## src/rtl/filter_scheduler_pkg.sv

```systemverilog
// Shared types and constants for the filter_scheduler debounce block.
// Build option FILTER_SCHED_SYNC_EN (see filter_scheduler.sv) adds input synchronisers.
package filter_pkg;

  localparam int N_CH_DEF  = 4;
  localparam int HIST_DEF  = 3;
  localparam int DIV_W_DEF = 8;

  typedef enum logic {
    ST_IDLE = 1'b0,
    ST_SCAN = 1'b1
  } state_e;

  function automatic int clog2(input int value);
    int r;
    r = 0;
    while ((1 << r) < value) r++;
    return r;
  endfunction

endpackage

```

## src/rtl/filter_scheduler_if.sv

```systemverilog
// Event port of filter_scheduler: valid/ready handshake carrying channel and level.
interface filter_scheduler_if #(
  parameter int N_CH = filter_pkg::N_CH_DEF
);
  localparam int CH_W = filter_pkg::clog2(N_CH);

  logic            evt_valid;
  logic            evt_ready;
  logic [CH_W-1:0] evt_ch;
  logic            evt_level;

  modport master (output evt_valid, output evt_ch, output evt_level, input evt_ready);
  modport slave  (input evt_valid, input evt_ch, input evt_level, output evt_ready);
endinterface

```

## src/rtl/filter_rr_arbiter.sv

```systemverilog
// Round-robin picker over pending channel events; the grant is frozen while held
// and the search restarts just after the granted channel once it is accepted.
module filter_rr_arbiter
  import filter_pkg::*;
#(
  parameter  int N_CH = N_CH_DEF,
  localparam int CH_W = clog2(N_CH)
) (
  input  logic            clock,
  input  logic            reset,
  input  logic [N_CH-1:0] pending_i,
  input  logic            hold_i,
  input  logic            advance_i,
  output logic [CH_W-1:0] grant_o,
  output logic            valid_o
);

  logic [CH_W-1:0] ptr_q, ptr_d;
  logic [CH_W-1:0] grant_q, grant_d;
  logic            valid_q, valid_d;
  logic [CH_W-1:0] pick;
  int              idx;

  // NOTE: every variable gets a default at the top of always_comb so no path
  // leaves it unassigned, which would otherwise infer a latch.
  always_comb begin
    ptr_d = ptr_q;
    idx   = 0;
    if (advance_i) ptr_d = (int'(grant_q) == N_CH - 1) ? '0 : grant_q + 1'b1;
    pick = ptr_d;
    // Scanning downwards leaves the first pending channel at/after ptr_d in pick.
    for (int k = N_CH - 1; k >= 0; k--) begin
      idx = int'(ptr_d) + k;
      if (idx >= N_CH) idx = idx - N_CH;
      if (pending_i[CH_W'(idx)]) pick = CH_W'(idx);
    end
    grant_d = hold_i ? grant_q : pick;
    valid_d = hold_i | (|pending_i);
  end

  // NOTE: sequential state uses non-blocking assignments so every flop samples
  // values from before the edge, independent of statement order.
  always_ff @(posedge clock or negedge reset) begin
    if (!reset) begin
      ptr_q   <= '0;
      grant_q <= '0;
      valid_q <= 1'b0;
    end else begin
      ptr_q   <= ptr_d;
      grant_q <= grant_d;
      valid_q <= valid_d;
    end
  end

  assign grant_o = grant_q;
  assign valid_o = valid_q;

endmodule

```

## src/rtl/filter_scheduler.sv

```systemverilog
// Time-multiplexed debounce/hysteresis for N_CH inputs with a round-robin event port.
// Define FILTER_SCHED_SYNC_EN to put a 2-flop synchroniser on every sig_in bit.
module filter_scheduler
  import filter_pkg::*;
#(
  parameter int N_CH  = N_CH_DEF,
  parameter int HIST  = HIST_DEF,
  parameter int DIV_W = DIV_W_DEF
) (
  input  logic               clock,
  input  logic               reset,
  input  logic [DIV_W-1:0]   div_i,
  input  logic [N_CH-1:0]    sig_in_i,
  output logic [N_CH-1:0]    sig_out_o,
  output logic               evt_lost_o,
  output logic               busy_o,
  filter_scheduler_if.master evt
);

  localparam int CH_W = clog2(N_CH);

  state_e          state_q;
  logic [DIV_W-1:0] cnt_q, div_q;
  logic [CH_W-1:0] ch_q;
  logic [HIST-1:0] hist_q [N_CH];
  logic [N_CH-1:0] sig_out_q, pending_q, pending_d;
  logic            evt_lost_q, lost_d;
  logic [N_CH-1:0] sample, toggle, ack;
  logic [HIST-1:0] hist_new;
  logic [CH_W-1:0] arb_grant;
  logic            arb_valid;

`ifdef FILTER_SCHED_SYNC_EN
  logic [N_CH-1:0] sync1_q, sync2_q;

  always_ff @(posedge clock or negedge reset) begin
    if (!reset) begin
      sync1_q <= '0;
      sync2_q <= '0;
    end else begin
      sync1_q <= sig_in_i;
      sync2_q <= sync1_q;
    end
  end

  assign sample = sync2_q;
`else
  assign sample = sig_in_i;
`endif

  always_comb begin
    toggle   = '0;
    ack      = '0;
    hist_new = {hist_q[ch_q][HIST-2:0], sample[ch_q]};
    if (state_q == ST_SCAN) begin
      if (!sig_out_q[ch_q] && (&hist_new))  toggle[ch_q] = 1'b1;
      if (sig_out_q[ch_q]  && !(|hist_new)) toggle[ch_q] = 1'b1;
    end
    if (arb_valid && evt.evt_ready) ack[arb_grant] = 1'b1;
    // A toggle on the channel being accepted re-arms it instead of being lost.
    pending_d = (pending_q & ~ack) | toggle;
    lost_d    = |(toggle & pending_q & ~ack);
  end

  always_ff @(posedge clock or negedge reset) begin
    if (!reset) begin
      state_q    <= ST_IDLE;
      cnt_q      <= '0;
      div_q      <= '0;
      ch_q       <= '0;
      sig_out_q  <= '0;
      pending_q  <= '0;
      evt_lost_q <= 1'b0;
      // NOTE: the history array is a handful of flops, not a RAM, and must come
      // out of reset cleared, so it is reset explicitly alongside the rest.
      for (int i = 0; i < N_CH; i++) hist_q[i] <= '0;
    end else begin
      case (state_q)
        ST_IDLE: begin
          if (cnt_q == div_q) begin
            cnt_q   <= '0;
            div_q   <= div_i;
            ch_q    <= '0;
            state_q <= ST_SCAN;
          end else begin
            cnt_q <= cnt_q + 1'b1;
          end
        end
        ST_SCAN: begin
          hist_q[ch_q] <= hist_new;
          if (int'(ch_q) == N_CH - 1) state_q <= ST_IDLE;
          else                        ch_q    <= ch_q + 1'b1;
        end
        default: state_q <= ST_IDLE;
      endcase
      sig_out_q  <= sig_out_q ^ toggle;
      pending_q  <= pending_d;
      evt_lost_q <= lost_d;
    end
  end

  filter_rr_arbiter #(.N_CH(N_CH)) u_arb (
    .clock     (clock),
    .reset     (reset),
    .pending_i (pending_d),
    .hold_i    (arb_valid & ~evt.evt_ready),
    .advance_i (arb_valid & evt.evt_ready),
    .grant_o   (arb_grant),
    .valid_o   (arb_valid)
  );

  assign evt.evt_valid = arb_valid;
  assign evt.evt_ch    = arb_grant;
  assign evt.evt_level = sig_out_q[arb_grant];
  assign sig_out_o     = sig_out_q;
  assign evt_lost_o    = evt_lost_q;
  assign busy_o        = (state_q == ST_SCAN);

endmodule

```

## src/flat_wrapper.sv

```systemverilog
// flat-port wrapper written by rule: the top's interface ports become plain ports
module filter_scheduler_flat import filter_pkg::*;
#(
  parameter int N_CH  = N_CH_DEF,
  parameter int HIST  = HIST_DEF,
  parameter int DIV_W = DIV_W_DEF
)
  (clock, reset, div_i, sig_in_i, sig_out_o, evt_lost_o, busy_o, evt_evt_valid, evt_evt_ch, evt_evt_level, evt_evt_ready);
  filter_scheduler_if #(.N_CH(N_CH)) evt_i ();
  input  logic clock;
  input  logic reset;
  input  logic [DIV_W-1:0] div_i;
  input  logic [N_CH-1:0] sig_in_i;
  output logic [N_CH-1:0] sig_out_o;
  output logic evt_lost_o;
  output logic busy_o;
  output wire logic [$bits(evt_i.evt_valid)-1:0] evt_evt_valid;
  output wire logic [$bits(evt_i.evt_ch)-1:0] evt_evt_ch;
  output wire logic [$bits(evt_i.evt_level)-1:0] evt_evt_level;
  input wire logic [$bits(evt_i.evt_ready)-1:0] evt_evt_ready;
  assign evt_evt_valid = evt_i.evt_valid;
  assign evt_evt_ch = evt_i.evt_ch;
  assign evt_evt_level = evt_i.evt_level;
  assign evt_i.evt_ready = evt_evt_ready;
  filter_scheduler #(.N_CH(N_CH), .HIST(HIST), .DIV_W(DIV_W)) u_core (.clock(clock), .reset(reset), .div_i(div_i), .sig_in_i(sig_in_i), .sig_out_o(sig_out_o), .evt_lost_o(evt_lost_o), .busy_o(busy_o), .evt(evt_i));
endmodule
```

## config.mk

```make
export PLATFORM = sky130hd
export DESIGN_NAME = filter_scheduler_flat
export DESIGN_NICKNAME = d
export VERILOG_FILES = /design/src/rtl/filter_scheduler_pkg.sv /design/src/rtl/filter_scheduler_if.sv /design/src/rtl/filter_rr_arbiter.sv /design/src/rtl/filter_scheduler.sv /design/src/flat_wrapper.sv
export SDC_FILE = /design/constraint.sdc
export NUM_CORES = 1
export LEC_CHECK = 0
export CAP_MARGIN = 15
export CORE_ASPECT_RATIO = 1.2
export CORE_MARGIN = 5
export CORE_UTILIZATION = 25
export DETAILED_ROUTE_END_ITERATION = 8
export GPL_TIMING_DRIVEN = 0
export SYNTH_ARGS = -nofsm -noshare
export SYNTH_HDL_FRONTEND = slang
export SYNTH_HIERARCHICAL = 1
export SYNTH_SLANG_ARGS = --single-unit
```

## constraint.sdc

```tcl
create_clock -name clock -period 7.45 [get_ports clock]
set_input_delay 1.1175 -clock clock [delete_from_list [all_inputs] [get_ports clock]]
set_output_delay 1.1175 -clock clock [all_outputs]
set_load 0.01 [all_outputs]
```

==> summary.txt <==
Floorplan
  – Core ar.: 8200 sq um
  – Area of the die: 10400 sq um
  – Die Y: 111 microns
  – Initial cell density of the core: 25.8%
  – Total I/O pin count: 25
  – Cell row count: 36
  – Overall die width: 94.0 microns

Outcome
  – Run status: completed

Worst setup path
  – Worst Setup Start Kind: primary input
  – Cell family contributing the most delay on the critical path: multiplexers
  – Count of buffering cells on the critical path with inverters included: 2
  – Maximum fanout along the worst path: 6
  – WP data arrival: 4.00 ns
  – Cells along the critical path: clkdlybuf4s50_1 > mux4_2 > or4b_4 > and2_4 > o21ai_1 > inv_1 > mux2_4 > a221o_1 > o311a_1
  – Startpoint-to-endpoint class of the critical path: in2reg
  – Largest stage delay on the critical path: 0.61 ns
  – Worst path slowest cell: or4b_4
  – Logic depth of the worst path, buffers included: 9
  – Worst Setup End Kind: flop
  – Endpoint required time on the critical path: 7.64 ns
  – R2R cell count: 9

Routing
  – DRT Pass-1 Iters: 4
  – WL per Instance: 13.1 microns
  – Drt first-iter violations: 35
  – Number of nets with antenna violations after detailed routing: 0
  – Number of vias in the routed layout: 1451
  – Average via count per standard cell: 4.48
  – Total Routed Length: 4230 microns
  – DRC: 0

Placed design
  – Sum of net half-perimeters after detailed placement: 3060 microns
  – Dpl cells: 316
  – Routability cong.: 0.795
  – Port Buffer Count: 24
  – Placed standard-cell area: 2520 sq um
  – Pre-CTS setup slack: 3.32 ns

Yosys
  – Post-Synthesis Net Count: 198
  – Number of unique standard cell types used by synthesis: 43
  – Number of warnings reported in the yosys synthesis log: 6
  – Number of synthesized flops with an enable pin: 0
  – Cells after synthesis: 177
  – Proportion of synthesized chip area in sequential cells: 48.4%
  – Cell Area, Synth: 2120 sq um
  – Register bit total from synthesis: 41
  – Fraction of registers with async set or reset after synthesis: 100%
  – Most instantiated flip-flop cell in the synthesis netlist: dfrtp_1
  – Average instance area after synthesis: 12.0 sq um

Clocking
  – Number of CTS-inserted buffers: 5
  – H-tree levels: 2
  – Clock slew at reported path FFs: 0.08 ns
  – Clock tree from TritonCTS: done
  – Clock Sink Count: 41
  – CTS root buf: clkbuf_8
  – Count of hold-fix buffers inserted at cts: 0
  – Clock tree buffer depth: 2
  – Latest clock arrival within the worst-skew pair: 0.29 ns
  – Post-cts repair resize count: 0
  – Post-CTS setup buffer count: 0

Timing
  – Min setup slack post-route: 3.64 ns
  – Final-report setup violation count: 0
  – Post-Route Skew: 0.00960 ns
  – Max-slew headroom: 29.3%
  – Setup TNS after final layout: 0 ns
  – Unrepaired setup endpoints after global routing: false
  – Pins Over Slew Limit: 0
  – Slew @ Worst Pin: 1.05 ns
  – Hold Vio Cnt, Final: 0
  – Max Fclk: 0.262 GHz
  – Hold_ws: 0.504 ns
  – Final critical-path share of the clock period: 51.2%
  – Crit path time final: 3.81 ns

Global route
  – Largest net degree at the start of global routing: 31
  – Initial antenna violation count: 0
  – First-pass GRT wire length: 7310 microns
  – Vias in the first global route: 1458
  – GRT Util Overall: 8.90%
  – Leftover overflow at the end of global routing: 0

Layout
  – FF/Latch Area: 1030 sq um
  – Cell area after layout: 2620 sq um
  – Number of filler instances in the final layout: 863
  – Layout overhead on the synthesized area: 23.6%
  – Nets: 230
  – Combined area of the multi-input logic cells: 1040 sq um
  – Cell Count, Final, Fillers Out: 324
  – ANT cells: 0
  – Layout cell share with drive strength beyond 1: 18.6%

Power
  – Power share of the clock group: 20.8%
  – Logic gate share of total power: 33.3%
  – Switching power: 255 uW
  – Switching share of power: 33.0%
  – Cell internal pwr: 520 uW
  – Leakage Power: 0.00113 uW
  – P per Cell Area: 296 nW/um^2
  – Sequential share of power: 45.9%
  – Peak supply drop: 0.163 mV

Hold path
  – Hold depth: 1
  – Worst hold path type: reg2reg

Job
  – Max capacitance violation total: 0
-- kinds of logic after synthesis --
kind of cell | count (synthesis) | share of synthesized area (%)
mux | 25 | 16.5
flops | 41 | 48.4
simple gates | 50 | 13.2
compound gates | 24 | 7.97
fa+ha+maj | 6 | 3.54
buf+inv | 12 | 2.48
xor+xnor | 19 | 7.86
-- flip-flops by register name, indices dropped and copies added, names as in the netlist --
| register | cells |
|---|---|
| u_core/busy_o | 1 |
| u_core/ch_q | 2 |
| u_core/cnt_q | 8 |
| u_core/div_q | 8 |
| u_core/evt_lost_o | 1 |
| u_core/hist_q | 8 |
| u_core/pending_q | 4 |
| u_core/sig_out_o | 4 |
| u_core/u_arb/grant_o | 2 |
| u_core/u_arb/ptr_q | 2 |
| u_core/u_arb/valid_o | 1 |
-- final timing paths --
| kind | start | to | slack [ns] |
|---|---|---|---|
| max in group asynchronous | reset | u_core/ch_q[0] | 6.29 |
| min in group asynchronous | reset | u_core/div_q[4] | 0.70 |
| min reg2reg | u_core/hist_q[3] | u_core/hist_q[3] | 0.50 |
| max reg2reg | u_core/ch_q[0] | u_core/u_arb/grant_o[1] | 4.27 |
| min | u_core/hist_q[3] | u_core/hist_q[3] | 0.50 |
| max | sig_in_i[3] | u_core/u_arb/grant_o[1] | 3.64 |
-- power groups by stage --
stage / Clock [uW] / Sequential [uW] / Combinational (uW)
floorplan: 0 / 346 / 198
global placement: 0 / 360 / 255
detailed placement: 0 / 363 / 261
CTS: 168 / 358 / 262
global route: 176 / 368 / 289
finish: 161 / 356 / 258
-- layout by cell type, fill, tap and decap left out, types with 2 or more instances in the layout --
cell type,n
nor2b_1,2
nand3_1,9
dfrtp_1,41
o2bb2ai_1,2
ha_1,6
mux4_2,3
a21oi_1,4
o21ai_0,5
clkbuf_8,7
xor2_1,11
nand2_1,10
xnor2_1,8
a21oi_2,2
a21o_1,2
nand2b_1,4
nor2_1,9
mux4_1,2
nand4_1,3
and2_1,3
clkdlybuf4s50_1,23
mux2_2,16
inv_1,8
o21ai_1,2
mux2i_1,2
clkbuf_1,3
-- per-stage QoR --
step                      utilization, %  total power, uW
final                               31.9              775
after global routing                31.9              834
after CTS                           31.9              788
after detailed placement            30.7              624
after global placement              30.5              615
after floorplan                        -              544
-- synth_stat cells (2+ instances only) --
library cell | number | area (sq um)
o2bb2ai_1 | 2 | 17.5
mux4_1 | 2 | 52.6
xor2_1 | 11 | 96.3
mux2i_1 | 2 | 20.0
and2_1 | 3 | 18.8
nor2b_1 | 2 | 12.5
clkbuf_1 | 3 | 11.3
mux2_2 | 16 | 180
nand4_1 | 3 | 18.8
nand2_1 | 10 | 37.5
nand3_1 | 9 | 45.0
a21oi_2 | 2 | 17.5
a21o_1 | 2 | 15.0
o21ai_0 | 5 | 25.0
a21oi_1 | 4 | 20.0
nor2_1 | 9 | 33.8
o21ai_1 | 2 | 10.0
inv_1 | 8 | 30.0
nand2b_1 | 4 | 25.0
xnor2_1 | 8 | 70.1
mux4_2 | 3 | 67.6
ha_1 | 6 | 75.1
dfrtp_1 | 41 | 1030
-- metal layers --
metal  track usage [%]  wire (microns)  up-vias
met5                 0               0        -
met4              3.76              70        0
met3              2.51             164        4
met2              12.9            1970       31
met1              12.3            2020      720
li1                  -               -      696
-- layout make-up --
type                    instances  area share (%)
multi-input cells             124            39.7
flip-flops and latches         41            39.2
well taps                     114            5.45
clock inverters                 1           0.191
inverters                       8            1.15
clock buffers                   7            3.68
plain buffers                   4           0.860
repair buffers                 25            9.75
-- worst reg2reg max path, stage by stage (launching register included) --
cell,delay [ns]
dfrtp_1,0.40
buf_6,0.16
mux4_2,0.58
or4b_4,0.61
and2_4,0.20
o21ai_1,0.35
inv_1,0.11
mux2_4,0.28
a221o_1,0.30
o311a_1,0.11
Power figures use the tool's default switching activity.
